===== config.mk =====
export PLATFORM = sky130hd
export DESIGN_NAME = regfile_bypass_sb
export DESIGN_NICKNAME = d
export VERILOG_FILES = /design/src/rtl/regfile_pkg.sv /design/src/rtl/regfile_bypass_sb_fwd_sel.sv /design/src/rtl/regfile_bypass_sb.sv
export SDC_FILE = /design/constraint.sdc
export NUM_CORES = 2
export LEC_CHECK = 0
export BUFFER_PORTS_ARGS = -buffer_cell sky130_fd_sc_hd__buf_2
export CORE_MARGIN = 3
export CORE_UTILIZATION = 30
export DETAILED_ROUTE_END_ITERATION = 6
export PLACE_DENSITY = 0.54
export SLEW_MARGIN = 10
export SYNTH_ARGS = -nofsm -noshare
export SYNTH_HDL_FRONTEND = slang
export SYNTH_SLANG_ARGS = --single-unit

===== constraint.sdc =====
create_clock -name clk -period 44.3 [get_ports clk]
set_clock_uncertainty 0.05 [all_clocks]
set_input_delay 8.86 -clock clk [delete_from_list [all_inputs] [get_ports clk]]
set_output_delay 8.86 -clock clk [all_outputs]
set_load 0.01 [all_outputs]

===== src/rtl/regfile_pkg.sv =====
// rtl/regfile_pkg.sv - shared widths and packed-bus slice helpers for the register file
package regfile_pkg;

  localparam int DEF_DATA_W = 32;
  localparam int DEF_NREG   = 32;
  localparam int DEF_ADDR_W = $clog2(DEF_NREG);

  // Bit offset of element idx inside a packed bus of width-wide elements.
  function automatic int slice_off(input int idx, input int width);
    return idx * width;
  endfunction

endpackage


===== src/rtl/regfile_bypass_sb_fwd_sel.sv =====
// rtl/regfile_bypass_sb_fwd_sel.sv - priority selector: r0, youngest bypass, write port, array
module fwd_sel
  import regfile_pkg::*;
#(
  parameter int DATA_W = DEF_DATA_W,
  parameter int ADDR_W = DEF_ADDR_W,
  parameter int NFWD   = 3
) (
  input  logic [ADDR_W-1:0]      addr,
  input  logic [NFWD-1:0]        fwd_we,
  input  logic [NFWD-1:0]        fwd_ready,
  input  logic [NFWD*ADDR_W-1:0] fwd_addr,
  input  logic [NFWD*DATA_W-1:0] fwd_data,
  input  logic                   wr_en,
  input  logic [ADDR_W-1:0]      wr_addr,
  input  logic [DATA_W-1:0]      wr_data,
  input  logic [DATA_W-1:0]      arr_data,
  output logic [DATA_W-1:0]      sel_data,
  output logic                   sel_stall
);

  logic hit;

  always_comb begin
    sel_data  = arr_data;
    sel_stall = 1'b0;
    hit       = 1'b0;
    if (addr == '0) begin
      sel_data = '0;
      hit      = 1'b1;
    end
    // Lowest index is the youngest source, so the first match wins.
    for (int i = 0; i < NFWD; i++) begin
      if (!hit && fwd_we[i] && (fwd_addr[slice_off(i, ADDR_W) +: ADDR_W] == addr)) begin
        sel_data  = fwd_data[slice_off(i, DATA_W) +: DATA_W];
        sel_stall = !fwd_ready[i];
        hit       = 1'b1;
      end
    end
    if (!hit && wr_en && (wr_addr == addr)) begin
      sel_data = wr_data;
    end
  end

endmodule


===== src/rtl/regfile_bypass_sb.sv =====
// rtl/regfile_bypass_sb.sv - GPR file with HI/LO, prioritised bypass and pending-write scoreboard
module regfile_bypass_sb
  import regfile_pkg::*;
#(
  parameter int DATA_W = DEF_DATA_W,
  parameter int NREG   = DEF_NREG,
  parameter int NRD    = 2,
  parameter int NFWD   = 3,
  parameter int CNT_W  = 2,
  localparam int ADDR_W = $clog2(NREG)
) (
  input  logic                   clk,
  input  logic                   rst,
  input  logic [NRD*ADDR_W-1:0]  rd_addr,
  output logic [NRD*DATA_W-1:0]  rd_data,
  output logic [NRD-1:0]         rd_stall,
  input  logic [NFWD-1:0]        fwd_we,
  input  logic [NFWD-1:0]        fwd_ready,
  input  logic [NFWD*ADDR_W-1:0] fwd_addr,
  input  logic [NFWD*DATA_W-1:0] fwd_data,
  input  logic                   wr_en,
  input  logic [ADDR_W-1:0]      wr_addr,
  input  logic [DATA_W-1:0]      wr_data,
  input  logic                   hi_we,
  input  logic                   lo_we,
  input  logic [DATA_W-1:0]      hi_wdata,
  input  logic [DATA_W-1:0]      lo_wdata,
  input  logic [NFWD-1:0]        fwd_hi_we,
  input  logic [NFWD-1:0]        fwd_lo_we,
  input  logic [NFWD*DATA_W-1:0] fwd_hi,
  input  logic [NFWD*DATA_W-1:0] fwd_lo,
  output logic [DATA_W-1:0]      hi_rdata,
  output logic [DATA_W-1:0]      lo_rdata,
  input  logic                   iss_en,
  input  logic [ADDR_W-1:0]      iss_addr,
  output logic                   iss_ok,
  input  logic                   sb_flush,
  output logic [NREG-1:0]        sb_busy,
  output logic                   sb_err
);

  localparam logic [CNT_W-1:0]  CNT_MAX   = '1;
  // HI/LO reuse the GPR selector with a fixed non-zero address that every source matches.
  localparam logic [ADDR_W-1:0] HILO_ADDR = ADDR_W'(1);

  logic [DATA_W-1:0] mem [NREG];
  logic [DATA_W-1:0] hi_q;
  logic [DATA_W-1:0] lo_q;
  logic [CNT_W-1:0]  cnt [NREG];
  logic              ret_zero;
  logic              hi_stall_unused;
  logic              lo_stall_unused;

  always_ff @(posedge clk or posedge rst) begin
    if (rst) begin
      for (int r = 0; r < NREG; r++) mem[r] <= '0;
      hi_q <= '0;
      lo_q <= '0;
    end else begin
      if (wr_en && (wr_addr != '0)) mem[wr_addr] <= wr_data;
      if (hi_we) hi_q <= hi_wdata;
      if (lo_we) lo_q <= lo_wdata;
    end
  end

  // A same-cycle retire frees a slot, so a saturated register can still accept an issue.
  assign iss_ok = !((cnt[iss_addr] == CNT_MAX) && !(wr_en && (wr_addr == iss_addr)));

  assign cnt[0]     = '0;
  assign sb_busy[0] = 1'b0;

  for (genvar r = 1; r < NREG; r++) begin : g_sb
    logic [CNT_W-1:0] cnt_q;
    logic             inc;
    logic             dec;

    assign inc = iss_en && iss_ok && (iss_addr == ADDR_W'(r));
    assign dec = wr_en && (wr_addr == ADDR_W'(r));

    always_ff @(posedge clk or posedge rst) begin
      if (rst) begin
        cnt_q <= '0;
      end else if (sb_flush) begin
        cnt_q <= '0;
      end else if (inc && !dec) begin
        cnt_q <= cnt_q + 1'b1;
      end else if (dec && !inc && (cnt_q != '0)) begin
        cnt_q <= cnt_q - 1'b1;
      end
    end

    assign cnt[r]     = cnt_q;
    assign sb_busy[r] = (cnt_q != '0);
  end

  assign ret_zero = wr_en && (wr_addr != '0) && (cnt[wr_addr] == '0) && !sb_flush &&
                    !(iss_en && iss_ok && (iss_addr == wr_addr));

  always_ff @(posedge clk or posedge rst) begin
    if (rst) begin
      sb_err <= 1'b0;
    end else if (ret_zero) begin
      sb_err <= 1'b1;
    end
  end

  for (genvar i = 0; i < NRD; i++) begin : g_rd
    logic [ADDR_W-1:0] port_addr;

    assign port_addr = rd_addr[slice_off(i, ADDR_W) +: ADDR_W];

    fwd_sel #(
      .DATA_W (DATA_W),
      .ADDR_W (ADDR_W),
      .NFWD   (NFWD)
    ) u_sel (
      .addr      (port_addr),
      .fwd_we    (fwd_we),
      .fwd_ready (fwd_ready),
      .fwd_addr  (fwd_addr),
      .fwd_data  (fwd_data),
      .wr_en     (wr_en),
      .wr_addr   (wr_addr),
      .wr_data   (wr_data),
      .arr_data  (mem[port_addr]),
      .sel_data  (rd_data[slice_off(i, DATA_W) +: DATA_W]),
      .sel_stall (rd_stall[i])
    );
  end

  fwd_sel #(
    .DATA_W (DATA_W),
    .ADDR_W (ADDR_W),
    .NFWD   (NFWD)
  ) u_hi_sel (
    .addr      (HILO_ADDR),
    .fwd_we    (fwd_hi_we),
    .fwd_ready ({NFWD{1'b1}}),
    .fwd_addr  ({NFWD{HILO_ADDR}}),
    .fwd_data  (fwd_hi),
    .wr_en     (hi_we),
    .wr_addr   (HILO_ADDR),
    .wr_data   (hi_wdata),
    .arr_data  (hi_q),
    .sel_data  (hi_rdata),
    .sel_stall (hi_stall_unused)
  );

  fwd_sel #(
    .DATA_W (DATA_W),
    .ADDR_W (ADDR_W),
    .NFWD   (NFWD)
  ) u_lo_sel (
    .addr      (HILO_ADDR),
    .fwd_we    (fwd_lo_we),
    .fwd_ready ({NFWD{1'b1}}),
    .fwd_addr  ({NFWD{HILO_ADDR}}),
    .fwd_data  (fwd_lo),
    .wr_en     (lo_we),
    .wr_addr   (HILO_ADDR),
    .wr_data   (lo_wdata),
    .arr_data  (lo_q),
    .sel_data  (lo_rdata),
    .sel_stall (lo_stall_unused)
  );

endmodule


Yosys cells after proc, flatten, opt, wreduce, memory -nomap -nowiden. Cells that the tools add are included.

Flip-flop bits (word level): 1151. Memories kept: 0. Bits in latches: 0. Bits in read-only memories: 0. Input bits: 438. Logic and storage cells: 691. Output and inout bits: 164. Memory bits (writable): 0.

Bitwise gates (word level): 4. Shift-type cells: 0. Reduce and logical (&&, ||, !) cells: 335. Equality and inequality tests: 73. Multiplexer cells: 146. Div/mod/pow operators: 0. $add $sub $neg: 62. $mul: 0. Order comparisons: 5.

Operator list (count): 1024-bit bitwise mux (1); 32-bit 2-to-1 mux (23); 32-bit binary-select mux with 5-bit select (2); 2-bit 2-to-1 mux (97); 1-bit logical AND (186); 32-bit demux with 5-bit select (1); 5-bit equality test, second input constant (32); 3-bit nonzero test (31); 1-bit zero test (83); 5-bit by 4-bit equality test with 1-bit output, second input constant (16); 2-bit by 1-bit adder with 2-bit output, second input constant (31); 2-bit nonzero test (31); 2-bit by 1-bit subtractor with 2-bit output, second input constant (31); 5-bit equality test (10); 5-bit by 3-bit equality test with 1-bit output, second input constant (8); 6-bit greater-or-equal comparator, second input constant (4); 5-bit NOT with 6-bit output (4); 2-bit binary-select mux with 5-bit select (2); 5-bit by 2-bit equality test with 1-bit output, second input constant (4); 1-bit 2-to-1 mux (20); 5-bit by 1-bit equality test with 1-bit output, second input constant (2); 5-bit zero test (2); 6-bit by 1-bit < comparator with 1-bit output, second input constant (1); 5-bit nonzero test (1); 2 further kinds (2).

Logic depth before layout (Yosys ltp).
Depth after elaboration: 18. Depth in mapped cells: 11. Mapped depth without buffers: 7.

Cells and area by module. A second synthesis with hierarchy kept.

Cells, all modules: 6163. Area total of the unflattened synthesis: 69033.7 um^2.

Modules (own cells, without submodules): regfile_bypass_sb (times used 1, seq. area each 28802.6 um^2, cells an instance 4959, area each 61526.5 um^2); fwd_sel (times used 4, seq. area each 0.0 um^2, cells an instance 301, area each 1876.8 um^2).

Least setup slack after synthesis. OpenSTA, ideal clock, no wires.

Path type: input to output. Start: input port rd_addr[0]. End: output port rd_data[23]. Setup slack: 24.524 ns. Path buffers: 4. Cell stages on the path: 8. Arrival time: 10.866 ns. Required time: 35.390 ns. Cells stage by stage: buf_4 > buf_4 > buf_2 > buf_2 > mux4_2 > a221oi_1 > nand4_1 > o2bb2ai_1.

Word-level cells in the longest chain between the ends: 18. Elaborated cells on any way between the ends: 30. Those cells by class: eq/ne (4); mux (12); bitwise (1); reduce/logical (13).

RTL lines: start, declared (line regfile_bypass_sb.sv:14) `input logic [NRD*ADDR_W-1:0] rd_addr,`; 5-bit zero test (line regfile_bypass_sb_fwd_sel.sv:28) `if (addr == '0) begin`; 1-bit 2-to-1 mux (line regfile_bypass_sb_fwd_sel.sv:28); 1-bit zero test (line regfile_bypass_sb_fwd_sel.sv:34) `if (!hit && fwd_we[i] && (fwd_addr[slice_off(i, ADDR_W) +: ADDR_W] == addr)) begin`; 1-bit logical AND (2 in series) (line regfile_bypass_sb_fwd_sel.sv:34); 1-bit 2-to-1 mux (line regfile_bypass_sb_fwd_sel.sv:34); 1-bit zero test (line regfile_bypass_sb_fwd_sel.sv:34); 1-bit logical AND (2 in series) (line regfile_bypass_sb_fwd_sel.sv:34); 1-bit 2-to-1 mux (line regfile_bypass_sb_fwd_sel.sv:34); 1-bit zero test (line regfile_bypass_sb_fwd_sel.sv:34); 1-bit logical AND (2 in series) (line regfile_bypass_sb_fwd_sel.sv:34); 1-bit 2-to-1 mux (line regfile_bypass_sb_fwd_sel.sv:34); 1-bit zero test (line regfile_bypass_sb_fwd_sel.sv:40) `if (!hit && wr_en && (wr_addr == addr)) begin`; 1-bit logical AND (2 in series) (line regfile_bypass_sb_fwd_sel.sv:40); 32-bit 2-to-1 mux * (line regfile_bypass_sb_fwd_sel.sv:40); end, declared (line regfile_bypass_sb.sv:15) `output logic [NRD*DATA_W-1:0] rd_data,`.

Every way passes the cells marked *; elsewhere a longest branch is shown, timed or not. The select of a mux whose other input is x is not followed.

Final worst setup path.
Start: input port rd_addr[1]. End: output port rd_data[31].

Same word-level chain as after synthesis.

==> reports/qor.txt <==
Root buf cell: clkbuf_16
Placed cell count: 8,156
Reg2reg end: g_sb[3].cnt_q[0]
Cell row count: 172
Fin crit share: 0.5048
EDFF count, synth: 0
Crit path kind: input pin to output port
Via count: 47,810
Starting Density: 0.3022
Post_cts resized: 0
Finished Layout Cells: 8,405
Largest net degree at the start of global routing: 168
Grt total ovfl: 0
Leakage power: 32.65 nW
Seq. cell area: 28,800 sq um
CTS tree: done
Final hold vios: 0
Minimum clock period: 22,360 ps
CP Capture Type: output port
Number of max-cap violations: 0
Placer Congestion: 0.9877
Crit-path cells: buf_8 > buf_4 > buf_4 > mux4_2 > nor2b_1 > a211oi_1 > nor3_1 > o21ai_0 > a221o_1 > a21oi_1 > buf_2
Die width: 476.9 microns
TritonCTS Buffers: 135
Die H: 476.9 microns
Fillers: 21,530
Max Transition Viols Final: 0
WHS Path Cells: 0
Count of final setup violators: 0
HP Class: flip-flop to flip-flop
Reg2reg setup slack: 41,830 ps
Top cell by count, worst path: buf_4
PortBufs: 600
Setup Fix Bufs, Post-CTS: 0
Post-synthesis register bit count: 1,151
DRC viols: 0
Worst path max stage delay: 840 ps
Crit Path Max Fanout: 88
Post-synthesis async set-or-reset flop share: 1.000
Total die area: 227,400 sq um
CTS H-tree depth: 4
Routed wire length: 256.3 mm
Seq/Total Area, Yosys: 0.4330
Cell count after synthesis: 5,040
Critical path depth in cells: 11
I/O Pins: 602
Arrival time at the worst endpoint: 13,450 ps
Syn avg cell area: 13.20 sq um
Post-Syn Nets: 5,478
Detailed Place HPWL: 158.9 mm
Hold Buf Count CTS: 0
Clock transition at path regs: 60 ps
CORE AREA: 220,200 sq um
Design Area, Final: 76,730 sq um
Initial antenna violation count: 34
DR pass1 iterations: 6
Sink Count: 1,151
Crit start category: input pin
Clock Latency Late Sink: 800 ps
DP Area: 72,130 sq um
R2r worst-path depth: 8
Crit path to: rd_data[31]
Fmax: 0.04471 GHz
Synthesized area: 66,520 sq um
Slew margin rel.: 0.1945
Layout Area Growth over Synthesis: 15.35%
YS warnings: 0
Max clock buf depth: 3
Worst Tran Pin Value: 1208 ps
Fin nets: 5,773
CP bufs+invs: 4
Power Density: 41.86 nW/um^2
First-pass GRT wire length: 366.1 mm
Wirelength per Cell: 30.50 microns
Critical path's top delay family: buffers and inverters
Drt via density: 5.688
Worst r2r src: g_sb[12].cnt_q[0]
Initial DRC Count: 3,709
Tot GR Track Use: 0.2205
First element of the critical path: rd_addr[1]
Yosys cell types: 82
Ys flop type: dfrtp_1
WP data required: 35,390 ps
Fin Setup TNS: 0 ps
Area occupied by multi-input gates: 35,640 sq um
Post-route ant nets: 0
Layout cells sized above 1: 0.4914
CP max-delay cell: buf_4
Peak supply drop: 0.00004616 V
RSZ-0062 raised after global routing: false
Number of global-route vias before repair: 48,670
Outcome: completed
==> per-stage QoR <==
stage               utilization  hold slack, ps  power, W  setup WS (ps)
CTS                      0.3483           346.0  0.003240          21980
floorplan                     -           391.3  0.001850           2973
global route             0.3485           355.8  0.003350          21860
global placement         0.3276           326.7  0.002055          22010
detailed placement       0.3276           333.6  0.002078          21970
finish                   0.3485           345.3  0.003212          21940
==> logic make-up (layout without fill, tap and decap cells) <==
group | count (synthesis) | in the layout | share of synthesized area
compound gates | 721 | 721 | 0.07213
xor+xnor | 60 | 60 | 0.007900
buf+inv | 567 | 952 | 0.03606
flops | 1151 | 1151 | 0.4330
mux | 1782 | 1782 | 0.3961
other cells | 1 | 23 | 0.00005637
simple gates | 758 | 758 | 0.05477
==> layout make-up <==
cell class,instances,area share
antenna,22,0.0007175
inverter,26,0.001370
sequential,1151,0.3754
clock inverter,46,0.01021
timing repair buffer,699,0.05055
tap,2958,0.04823
multi-input combinational,3322,0.4645
clock buffer,181,0.04902
==> cell usage in the layout (no fill, tap or decap), types with 16 or more instances in the layout <==
| cell type | count |
|---|---|
| a22o_1 | 34 |
| a221oi_1 | 17 |
| nand2_4 | 16 |
| buf_2 | 592 |
| nor4_1 | 27 |
| diode_2 | 22 |
| a21oi_1 | 202 |
| clkbuf_8 | 21 |
| nor2_1 | 211 |
| a22oi_1 | 40 |
| mux2i_1 | 124 |
| clkbuf_16 | 135 |
| xor2_1 | 37 |
| nor3_1 | 42 |
| buf_4 | 95 |
| o221ai_1 | 25 |
| nand2_1 | 215 |
| nor2b_1 | 48 |
| mux4_2 | 571 |
| a221o_1 | 20 |
| or2_2 | 32 |
| nand2b_1 | 18 |
| o21ai_1 | 31 |
| clkbuf_1 | 25 |
| a211oi_1 | 57 |
| inv_1 | 24 |
| o211ai_1 | 32 |
| o21ai_0 | 95 |
| mux2_2 | 1083 |
| nand3_1 | 33 |
| dfrtp_1 | 1151 |
| nor2_4 | 20 |
| o22ai_1 | 61 |
| xnor2_1 | 23 |
==> power by group <==
part	internal, W	switching, W
Sequential	0.00124	0.000132
Clock	0.000658	0.000494
Combinational	0.000392	0.000301
Total	0.00229	0.000927
==> how the worst min path moves through the flow <==
stage	startpoint	to
after floorplan	mem[1000]	mem[1000]
after global placement	mem[1008]	mem[1008]
after detailed placement	mem[993]	mem[993]
after CTS	mem[1016]	mem[1016]
after global routing	mem[1016]	mem[1016]
final	mem[1000]	mem[1000]
==> state kept, by name, indices dropped and copies added, names as in the netlist <==
register,count
sb_err,1
g_sb.cnt_q,62
mem,1024
lo_q,32
hi_q,32
==> cell usage after synthesis (23+ instances only) <==
| cell type | instances | share of area |
|---|---|---|
| nor4_1 | 27 | 0.0025 |
| nand2_1 | 232 | 0.013 |
| a21oi_1 | 203 | 0.015 |
| a211oi_1 | 57 | 0.0064 |
| o211ai_1 | 32 | 0.0036 |
| o21ai_0 | 95 | 0.0071 |
| nor3_1 | 43 | 0.0032 |
| o22ai_1 | 61 | 0.0057 |
| mux2i_1 | 124 | 0.019 |
| nand3_1 | 35 | 0.0026 |
| dfrtp_1 | 1151 | 0.43 |
| mux4_2 | 571 | 0.19 |
| buf_2 | 128 | 0.0096 |
| o21ai_1 | 31 | 0.0023 |
| clkbuf_1 | 356 | 0.020 |
| inv_1 | 25 | 0.0014 |
| nor2_1 | 230 | 0.013 |
| or2_2 | 30 | 0.0028 |
| xnor2_1 | 23 | 0.0030 |
| mux2_2 | 1083 | 0.18 |
| a22o_1 | 34 | 0.0045 |
| a22oi_1 | 40 | 0.0045 |
| buf_1 | 33 | 0.0019 |
| o221ai_1 | 25 | 0.0033 |
| nor2b_1 | 48 | 0.0045 |
| xor2_1 | 37 | 0.0049 |
==> layer usage <==
metal | vias to the layer above | global-route usage | share of wire
met5 | - | 0 | 0.00026
met4 | 12 | 0.1423 | 0.072
met3 | 564 | 0.03968 | 0.058
met2 | 1917 | 0.3781 | 0.50
met1 | 25420 | 0.2528 | 0.37
li1 | 19890 | - | -
Power figures use the tool's default switching activity.
